### src/rtl/uart_pkg.sv
// Shared 8N1 UART definitions.
// Used by both the receiver and the transmitter side of the link.
package uart_pkg;

  localparam int DATA_BITS = 8;
  localparam int STOP_BITS = 1;

  typedef enum logic [2:0] {
    IDLE      = 3'd0,
    START     = 3'd1,
    DATA      = 3'd2,
    STOP      = 3'd3,
    WAIT_HIGH = 3'd4
  } uart_state_e;

  // Clock count at which the start bit is re-checked.
  function automatic int half_bit(input int clks);
    return (clks - 1) / 2;
  endfunction

endpackage

### src/rtl/uart_byte_fifo.sv
// Single-clock first-word-fall-through byte FIFO.
// Pointers carry one extra wrap bit to tell full from empty.
module uart_byte_fifo #(
  parameter int DEPTH = 16
) (
  input  logic                     clock,
  input  logic                     reset_n,
  input  logic                     wr_en,
  input  logic [7:0]               wr_data,
  input  logic                     rd_en,
  output logic [7:0]               rd_data,
  output logic [$clog2(DEPTH):0]   count,
  output logic                     empty,
  output logic                     drop
);

  localparam int AW = $clog2(DEPTH);

  logic [7:0]  mem [DEPTH];
  logic [AW:0] wr_ptr;
  logic [AW:0] rd_ptr;
  logic        full;
  logic        do_wr;
  logic        do_rd;

  assign empty = (wr_ptr == rd_ptr);
  assign full  = (wr_ptr[AW] != rd_ptr[AW]) &&
                 (wr_ptr[AW-1:0] == rd_ptr[AW-1:0]);
  assign count = wr_ptr - rd_ptr;

  // A pop in the same cycle frees the slot the push lands in.
  assign do_rd = rd_en & ~empty;
  assign do_wr = wr_en & (~full | rd_en);
  assign drop  = wr_en & full & ~rd_en;

  assign rd_data = empty ? 8'h00 : mem[rd_ptr[AW-1:0]];

  always_ff @(posedge clock) begin
    if (do_wr) mem[wr_ptr[AW-1:0]] <= wr_data;
  end

  always_ff @(posedge clock or negedge reset_n) begin
    if (!reset_n) begin
      wr_ptr <= '0;
      rd_ptr <= '0;
    end else begin
      if (do_wr) wr_ptr <= wr_ptr + 1'b1;
      if (do_rd) rd_ptr <= rd_ptr + 1'b1;
    end
  end

endmodule

### src/rtl/uart_rx_buffered.sv
// 8N1 UART receiver feeding a FWFT byte FIFO.
// Frame errors pulse once; dropped bytes raise a sticky overrun.
module uart_rx_buffered
  import uart_pkg::*;
#(
  parameter int CLKS_PER_BIT = 3,
  parameter int FIFO_DEPTH   = 16
) (
  input  logic                          clock,
  input  logic                          reset_n,
  input  logic                          rxd,
  output logic [7:0]                    m_data,
  output logic                          m_valid,
  input  logic                          m_ready,
  output logic [$clog2(FIFO_DEPTH):0]   fifo_count,
  output logic                          frame_err,
  output logic                          overrun,
  input  logic                          clear_overrun,
  output logic                          busy
);

  localparam int CW = 16;
  localparam logic [CW-1:0] LAST = CW'(CLKS_PER_BIT - 1);
  localparam logic [CW-1:0] HALF = CW'(half_bit(CLKS_PER_BIT));
  localparam logic [2:0] BIT_LAST = 3'(DATA_BITS - 1);

  uart_state_e   state_q, state_d;
  logic [CW-1:0] clk_cnt_q, clk_cnt_d;
  logic [2:0]    bit_cnt_q, bit_cnt_d;
  logic [7:0]    shift_q, shift_d;
  logic          push_q, push_d;
  logic          fe_q, fe_d;
  logic          overrun_q;
  logic          rxd_meta, rxd_s;
  logic          fifo_empty;
  logic          fifo_drop;

  always_ff @(posedge clock or negedge reset_n) begin
    if (!reset_n) begin
      rxd_meta <= 1'b1;
      rxd_s    <= 1'b1;
    end else begin
      rxd_meta <= rxd;
      rxd_s    <= rxd_meta;
    end
  end

  always_ff @(posedge clock or negedge reset_n) begin
    if (!reset_n) begin
      state_q   <= IDLE;
      clk_cnt_q <= '0;
      bit_cnt_q <= '0;
      shift_q   <= '0;
      push_q    <= 1'b0;
      fe_q      <= 1'b0;
    end else begin
      state_q   <= state_d;
      clk_cnt_q <= clk_cnt_d;
      bit_cnt_q <= bit_cnt_d;
      shift_q   <= shift_d;
      push_q    <= push_d;
      fe_q      <= fe_d;
    end
  end

  always_comb begin
    state_d   = state_q;
    clk_cnt_d = clk_cnt_q;
    bit_cnt_d = bit_cnt_q;
    shift_d   = shift_q;
    push_d    = 1'b0;
    fe_d      = 1'b0;
    unique case (state_q)
      IDLE: begin
        if (!rxd_s) begin
          state_d   = START;
          clk_cnt_d = '0;
          bit_cnt_d = '0;
        end
      end
      START: begin
        if (clk_cnt_q == HALF) begin
          clk_cnt_d = '0;
          state_d   = rxd_s ? IDLE : DATA;
        end else begin
          clk_cnt_d = clk_cnt_q + 1'b1;
        end
      end
      DATA: begin
        if (clk_cnt_q == LAST) begin
          clk_cnt_d = '0;
          shift_d   = {rxd_s, shift_q[7:1]};
          bit_cnt_d = bit_cnt_q + 1'b1;
          if (bit_cnt_q == BIT_LAST) state_d = STOP;
        end else begin
          clk_cnt_d = clk_cnt_q + 1'b1;
        end
      end
      STOP: begin
        if (clk_cnt_q == LAST) begin
          clk_cnt_d = '0;
          if (rxd_s) begin
            push_d  = 1'b1;
            state_d = IDLE;
          end else begin
            fe_d    = 1'b1;
            state_d = WAIT_HIGH;
          end
        end else begin
          clk_cnt_d = clk_cnt_q + 1'b1;
        end
      end
      WAIT_HIGH: begin
        if (rxd_s) state_d = IDLE;
      end
      default: state_d = IDLE;
    endcase
  end

  // shift_q is untouched in IDLE, so it still holds the byte here.
  uart_byte_fifo #(
    .DEPTH (FIFO_DEPTH)
  ) u_fifo (
    .clock   (clock),
    .reset_n (reset_n),
    .wr_en   (push_q),
    .wr_data (shift_q),
    .rd_en   (m_ready),
    .rd_data (m_data),
    .count   (fifo_count),
    .empty   (fifo_empty),
    .drop    (fifo_drop)
  );

  always_ff @(posedge clock or negedge reset_n) begin
    if (!reset_n)          overrun_q <= 1'b0;
    else if (fifo_drop)    overrun_q <= 1'b1;
    else if (clear_overrun) overrun_q <= 1'b0;
  end

  assign m_valid   = ~fifo_empty;
  assign frame_err = fe_q;
  assign overrun   = overrun_q;
  assign busy      = (state_q != IDLE);

endmodule

### config.mk
export PLATFORM = sky130hd
export DESIGN_NAME = uart_rx_buffered
export DESIGN_NICKNAME = d
export VERILOG_FILES = /design/src/rtl/uart_pkg.sv /design/src/rtl/uart_byte_fifo.sv /design/src/rtl/uart_rx_buffered.sv
export SDC_FILE = /design/constraint.sdc
export NUM_CORES = 1
export LEC_CHECK = 0
export BUFFER_PORTS_ARGS = -buffer_cell sky130_fd_sc_hd__buf_2
export CAP_MARGIN = 10
export CORE_MARGIN = 3
export CORE_UTILIZATION = 40
export CTS_CLUSTER_DIAMETER = 60
export DETAILED_ROUTE_END_ITERATION = 8
export RECOVER_POWER = 25
export SLEW_MARGIN = 20
export SYNTH_ARGS = -nofsm -noshare
export SYNTH_HDL_FRONTEND = slang
export SYNTH_SLANG_ARGS = --single-unit
### constraint.sdc
create_clock -name clock -period 8.1 [get_ports clock]
set_input_delay 2.43 -clock clock [delete_from_list [all_inputs] [get_ports clock]]
set_output_delay 2.43 -clock clock [all_outputs]
set_load 0.05 [all_outputs]
## Yosys cells after proc, flatten, opt, wreduce, memory -nomap -nowiden

Memories as Yosys holds them, arrays and structs flattened.
Cells that the tools add are included.

| storage, ports and cells | value |
|---|---|
| register bits after elaboration | 45 |
| memory bits (writable) | 128 |
| input port bits | 5 |
| output and inout bits | 17 |
| word-level logic and storage cells | 79 |
| memories | 1 |

Memory list:

| name | depth | bits a word | rd ports | clocked after memory_dff | write ports | RTL line | text |
|---|---|---|---|---|---|---|---|
| u_fifo.mem | 16 | 8 | 1 | 0 | 1 | uart_byte_fifo.sv:19 | `logic [7:0] mem [DEPTH];` |

| cells by class | value |
|---|---|
| add/sub/neg operators | 5 |
| equal/unequal tests | 16 |
| muxes and demuxes | 27 |
| bitwise gates (word level) | 8 |
| reductions and logical operators | 11 |

Operators by type and width:

| operator | count |
|---|---|
| 16-bit 2-to-1 mux | 3 |
| 16-bit one-hot mux with 3 select lines | 1 |
| 3-bit 2-to-1 mux | 9 |
| 16-bit by 1-bit adder with 16-bit output, second input constant | 1 |
| 16-bit by 1-bit == test with 1-bit output, second input constant | 1 |
| 16-bit by 2-bit == test with 1-bit output, second input constant | 1 |
| 3-bit one-hot mux with 5 select lines | 1 |
| 2-bit inequality test, second input constant | 6 |
| 5-bit by 1-bit adder with 5-bit output, second input constant | 2 |
| 1-bit 2-to-1 mux | 10 |
| 8-bit 2-to-1 mux | 1 |
| 3-bit by 2-bit == test with 1-bit output, second input constant | 2 |
| 3-bit == test, second input constant | 2 |
| 3-bit one-hot mux with 2 select lines | 1 |
| 6-bit AND reduction | 1 |
| 3-bit nonzero test | 2 |
| 5-bit == test | 1 |
| 5-bit subtractor | 1 |
| 1-bit AND | 4 |
| 4-bit == test | 1 |
| 2-bit AND reduction | 2 |
| 2-bit nonzero test | 2 |
| 3-bit by 1-bit adder with 3-bit output, second input constant | 1 |
| 3-bit by 1-bit == test with 1-bit output, second input constant | 1 |
| other kinds (8) | 10 |

## Depth between registers and ports, before layout

| logic depth | value |
|---|---|
| depth after elaboration | 7 |
| mapped depth | 9 |
| gate-level depth less buffers | 7 |

## Modules after synthesis

From an unflattened synthesis, not the netlist that was laid out.

| second synthesis, totals | value |
|---|---|
| cell total of the unflattened synthesis | 465 |
| area total of the unflattened synthesis | 7503.4 µm² |

By module, submodules not included:

| module | instances | cells each | area each (µm²) | sequential area each (µm²) |
|---|---|---|---|---|
| uart_byte_fifo | 1 | 288 | 5748.0 | 4093.9 |
| uart_rx_buffered | 1 | 177 | 1755.4 | 878.3 |

## Worst setup path after synthesis

Ideal clock, no wire load.

| timing path | value |
|---|---|
| path type | register -> output |
| start | register u_fifo.rd_ptr[1] |
| end | output port m_data[0] |
| data arrival time | 2.786 ns |
| required time | 5.670 ns |
| slack | 2.884 ns |
| cell stages (with the launch flop) | 8 |
| buffers on the path | 2 |
| path through | dfrtp_1 > clkbuf_1 > clkinv_1 > ha_1 > nand4_1 > nor2b_1 > clkbuf_1 > a211oi_1 |

| on the way | value |
|---|---|
| longest elaborated chain between the ends | 2 |
| elaborated cells between the ends (all ways) | 3 |
| classes of those cells | eq/ne (1); mux (1); memory (1) |

RTL lines:

| element | RTL line | text |
|---|---|---|
| start: declaration | uart_byte_fifo.sv:21 | `logic [AW:0] rd_ptr;` |
| start signal: assignment | uart_byte_fifo.sv:48 | `if (do_rd) rd_ptr <= rd_ptr + 1'b1;` |
| memory read 16 x 8 bit or 5-bit == test (tied branches) | n/a |  |
| 8-bit 2-to-1 mux (*) | uart_byte_fifo.sv:36 | `assign rd_data = empty ? 8'h00 : mem[rd_ptr[AW-1:0]];` |
| end: declaration | uart_rx_buffered.sv:12 | `output logic [7:0] m_data,` |

Every way passes the cells marked *; elsewhere a longest branch is shown, timed or not.

## Worst setup path after layout

| timing path | value |
|---|---|
| start | register u_fifo.rd_ptr[2] |
| end | output port m_data[2] |

Same word-level chain as after synthesis.

==> flow_summary_export.csv <==
group,metric,value,unit
status,status,"complete, no violations",
die,initial_core_util,40.95,%
worst_setup_path,rr_worst_depth,7,
placement,gp_congestion,0.8201,
global_routing,grt_overflow,0,
worst_setup_path,critical-path-top-delay-family,"flip-flops",
timing,final-setup-viol-count,0,
cts,cts.reportedPaths.clkPinSlew,0.07,ns
cts,hold_buffers,0,
worst_setup_path,r2r_start,"u_fifo.rd_ptr[2]$_DFFE_PN0P_",
logic_synthesis,synthesis.nets,486,
cts,cts.sinks,173,
power,p_per_area,373.0,nW/um^2
worst_setup_path,critical-path-max-stage-delay,0.98,ns
logic_synthesis,synth_cell_types,49,
cts,postCtsSetupRepairBufs,0,
run,cap_violations,0,
logic_synthesis,seq_area_frac_synth,67.13,%
cells_and_area,multi_input_comb_area,2283,sq um
timing,hold_violations,0,
logic_synthesis,ys_async_sr_fraction,26.01,%
cts,cts_buffers,17,
worst_setup_path,crit_cells,6,
logic_synthesis,ys_ff_latch,173,
worst_setup_path,cp_slowest_cell,"dfrtp_1",
drt,routed_wl,14.59,mm
global_routing,grt_antenna_before_repair,0,
logic_synthesis,synth_edf_count,128,
worst_setup_path,regToRegSetupSlack,4.73,ns
drt,firstDrtPassIters,4,
cells_and_area,layout_commonest_cell,"edfxtp_1",
worst_setup_path,path_buf_inv,2,
timing,fin_skew,0.01019,ns
cells_and_area,nNetsFinal,511,
cells_and_area,n_antenna_cell,0,
cts,cts_root_buffer,"clkbuf_16",
drt,routedLengthMet1,6.936,mm
drt,met2_length,6.807,mm
die,core-area,18090,sq um
worst_setup_path,r2r-end,"u_fifo.mem[9][6]$_DFFE_PP_",
timing,setup_tns,0,ns
global_routing,grt_max_degree,46,
timing,setup_ws,2.468,ns
die,die_h,142.1,microns
cells_and_area,drive_above_1_share,20.32,%
die,row_count,49,
worst_setup_path,crit_path_end_kind,"output pin",
worst_setup_path,cp-endpoint,"m_data[2]",
hold_path,min_path_type,"register to register",
worst_setup_path,criticalPathCategory,"register to output pin",
die,dieArea,20190,sq um
timing,slew_headroom,35.53,%
cells_and_area,syn2layout_area_growth,13.13,%
worst_setup_path,cp-start-kind,"register",
cts,cts_tree,"built",
cts,cts_resized,0,
timing,rsz0062_at_grt,"false",
logic_synthesis,syn_area,7407,sq um
cts,cts_max_level,4,
worst_setup_path,crit_chain,"inv_2 -> ha_1 -> nand4_1 -> nor2b_1 -> a211oi_1 -> buf_2",
cells_and_area,fill_cells,1545,
drt,num_vias,3993,
placement,portBuffers,21,
power,cellLeakagePower,3.011,nW
global_routing,first_global_vias,4013,
logic_synthesis,synth_cells,466,
timing,slew_violations,0,
die,die_width,142.1,microns
worst_setup_path,arrival,3.20,ns
cells_and_area,final_cell_mix,"edfxtp_1 (128), dfrtp_1 (42), nand2_1 (39), mux4_2 (32), buf_2 (20)",
placement,place_ws,2.834,ns
placement,dpl.hpwl,9.475,mm
worst_setup_path,cp_data_required_time,5.67,ns
cts,insertion_delay,0.42,ns
logic_synthesis,avgSynthCellArea,15.90,sq um
worst_setup_path,crit_path_max_fanout,20,
global_routing,grt_pass1_wl,23.29,mm
drt,top_layer,"met4",
cells_and_area,register_area,4974,sq um
power,vdd_drop_max,0.1746,mV
drt,dr.first_iter.drc_count,234,
worst_setup_path,crit_start,"u_fifo.rd_ptr[2]$_DFFE_PN0P_",
drt,vias_per_cell,5.462,
drt,ant_nets,0,
die,ioPinCount,22,
global_routing,grtUsageTotal,15.25,%
drt,post_drt_wl_per_cell,19.96,microns
drt,wl_met3,622,microns
timing,tightestPinTransition,0.9671,ns
drt,route.detailed.drc,0,
timing,fmax,177.6,MHz
cts,clk_path_buf_depth,2,
logic_synthesis,yosys_warnings,0,
timing,finalCriticalPeriod,5.632,ns
timing,period_share,69.53,%
logic_synthesis,synth_ff_type,"edfxtp_1",
==> kinds of logic after synthesis <==
kind of cell,Yosys count,share of synthesized area [%]
DFF,173,67.13
and+or+nand+nor,120,8.902
buffers and inverters,36,2.044
muxes,51,12.43
adders and majority gates,15,2.635
xor gates and xnor gates,12,1.419
AOI/OAI and AO/OA,59,5.439
==> layout make-up <==
class | instances | share of cell area [%]
clock buffer | 17 | 5.077
inverter | 19 | 0.8511
tap | 229 | 3.419
timing repair buffer | 23 | 1.463
clock inverter | 13 | 2.583
multi-input combinational | 257 | 27.25
sequential | 173 | 59.35
==> through the flow <==
step           cell area (sq um)  util [%]  power [mW]  hold slack, ns  std cells
2_1_floorplan               7407         -       2.012          0.3452        466
5_1_grt                     8379     46.33       3.294          0.3636        731
4_1_cts                     8377     46.32       3.159          0.3588        731
3_5_place_dp                7735     42.77       2.278          0.3492        701
6_report                    8379     46.33       3.126          0.3574        731
3_3_place_gp                7735     42.77       2.252          0.3453        701
==> cells in the mapped netlist, types with 3 or more instances <==
| cell type | count | area share, % |
|---|---|---|
| a41oi_1 | 4 | 0.47 |
| a211oi_1 | 8 | 0.81 |
| nand2b_1 | 3 | 0.25 |
| a31oi_1 | 8 | 0.68 |
| nand3_1 | 7 | 0.47 |
| mux2_2 | 8 | 1.2 |
| a21oi_1 | 10 | 0.68 |
| ha_1 | 14 | 2.4 |
| and3_1 | 10 | 0.84 |
| nor3_1 | 6 | 0.41 |
| o21ai_0 | 11 | 0.74 |
| and2_1 | 17 | 1.4 |
| nand4_1 | 6 | 0.51 |
| nor2b_1 | 4 | 0.34 |
| buf_2 | 4 | 0.27 |
| edfxtp_1 | 128 | 52 |
| and4_1 | 3 | 0.35 |
| or3_1 | 4 | 0.34 |
| mux2i_1 | 11 | 1.5 |
| nand2_1 | 39 | 2.0 |
| nor2_1 | 10 | 0.51 |
| nor3b_1 | 5 | 0.51 |
| dfrtp_1 | 43 | 15 |
| a22o_1 | 7 | 0.83 |
| xnor2_1 | 10 | 1.2 |
| clkbuf_1 | 10 | 0.51 |
| inv_1 | 17 | 0.86 |
| mux4_2 | 32 | 9.7 |
==> per-layer routing <==
| layer | GRT usage (%) | vias up |
|---|---|---|
| li1 | - | 1857 |
| met1 | 21.59 | 2043 |
| met2 | 23.65 | 79 |
| met3 | 3.730 | 14 |
| met4 | 4.444 | 0 |
| met5 | 0 | - |
==> registers in the layout (all words and copies together), names as in the netlist <==
| signal | cells |
|---|---|
| u_fifo.mem | 128 |
| u_fifo.rd_ptr | 5 |
| push_q | 1 |
| overrun | 1 |
| shift_q | 8 |
| state_q | 3 |
| rxd_meta | 1 |
| frame_err | 1 |
| clk_cnt_q | 16 |
| bit_cnt_q | 3 |
| u_fifo.wr_ptr | 5 |
| rxd_s | 1 |
==> power breakdown <==
group / switching (mW) / total [mW] / internal [mW]
clock: 0.332 / 0.880 / 0.548
sequential: 0.143 / 1.19 / 1.05
combinational: 0.681 / 1.05 / 0.372
total: 1.16 / 3.13 / 1.97
==> worst min-delay path by stage <==
stage          cells after the start                from               to
3_5_place_dp                       0  rxd_meta$_DFF_PN1_  rxd_s$_DFF_PN1_
5_1_grt                            0  rxd_meta$_DFF_PN1_  rxd_s$_DFF_PN1_
4_1_cts                            0  rxd_meta$_DFF_PN1_  rxd_s$_DFF_PN1_
3_3_place_gp                       0  rxd_meta$_DFF_PN1_  rxd_s$_DFF_PN1_
2_1_floorplan                      0  rxd_meta$_DFF_PN1_  rxd_s$_DFF_PN1_
6_report                           0  rxd_meta$_DFF_PN1_  rxd_s$_DFF_PN1_
==> worst reg2reg max path, delay by kind of cell (launching register included) <==
family        cells  cell delay [ns]
fa+ha+maj         1             0.44
buf+inv           1             0.31
flops             1             0.98
simple gates      5             1.27
No activity file was read; power rests on OpenSTA's default activity.
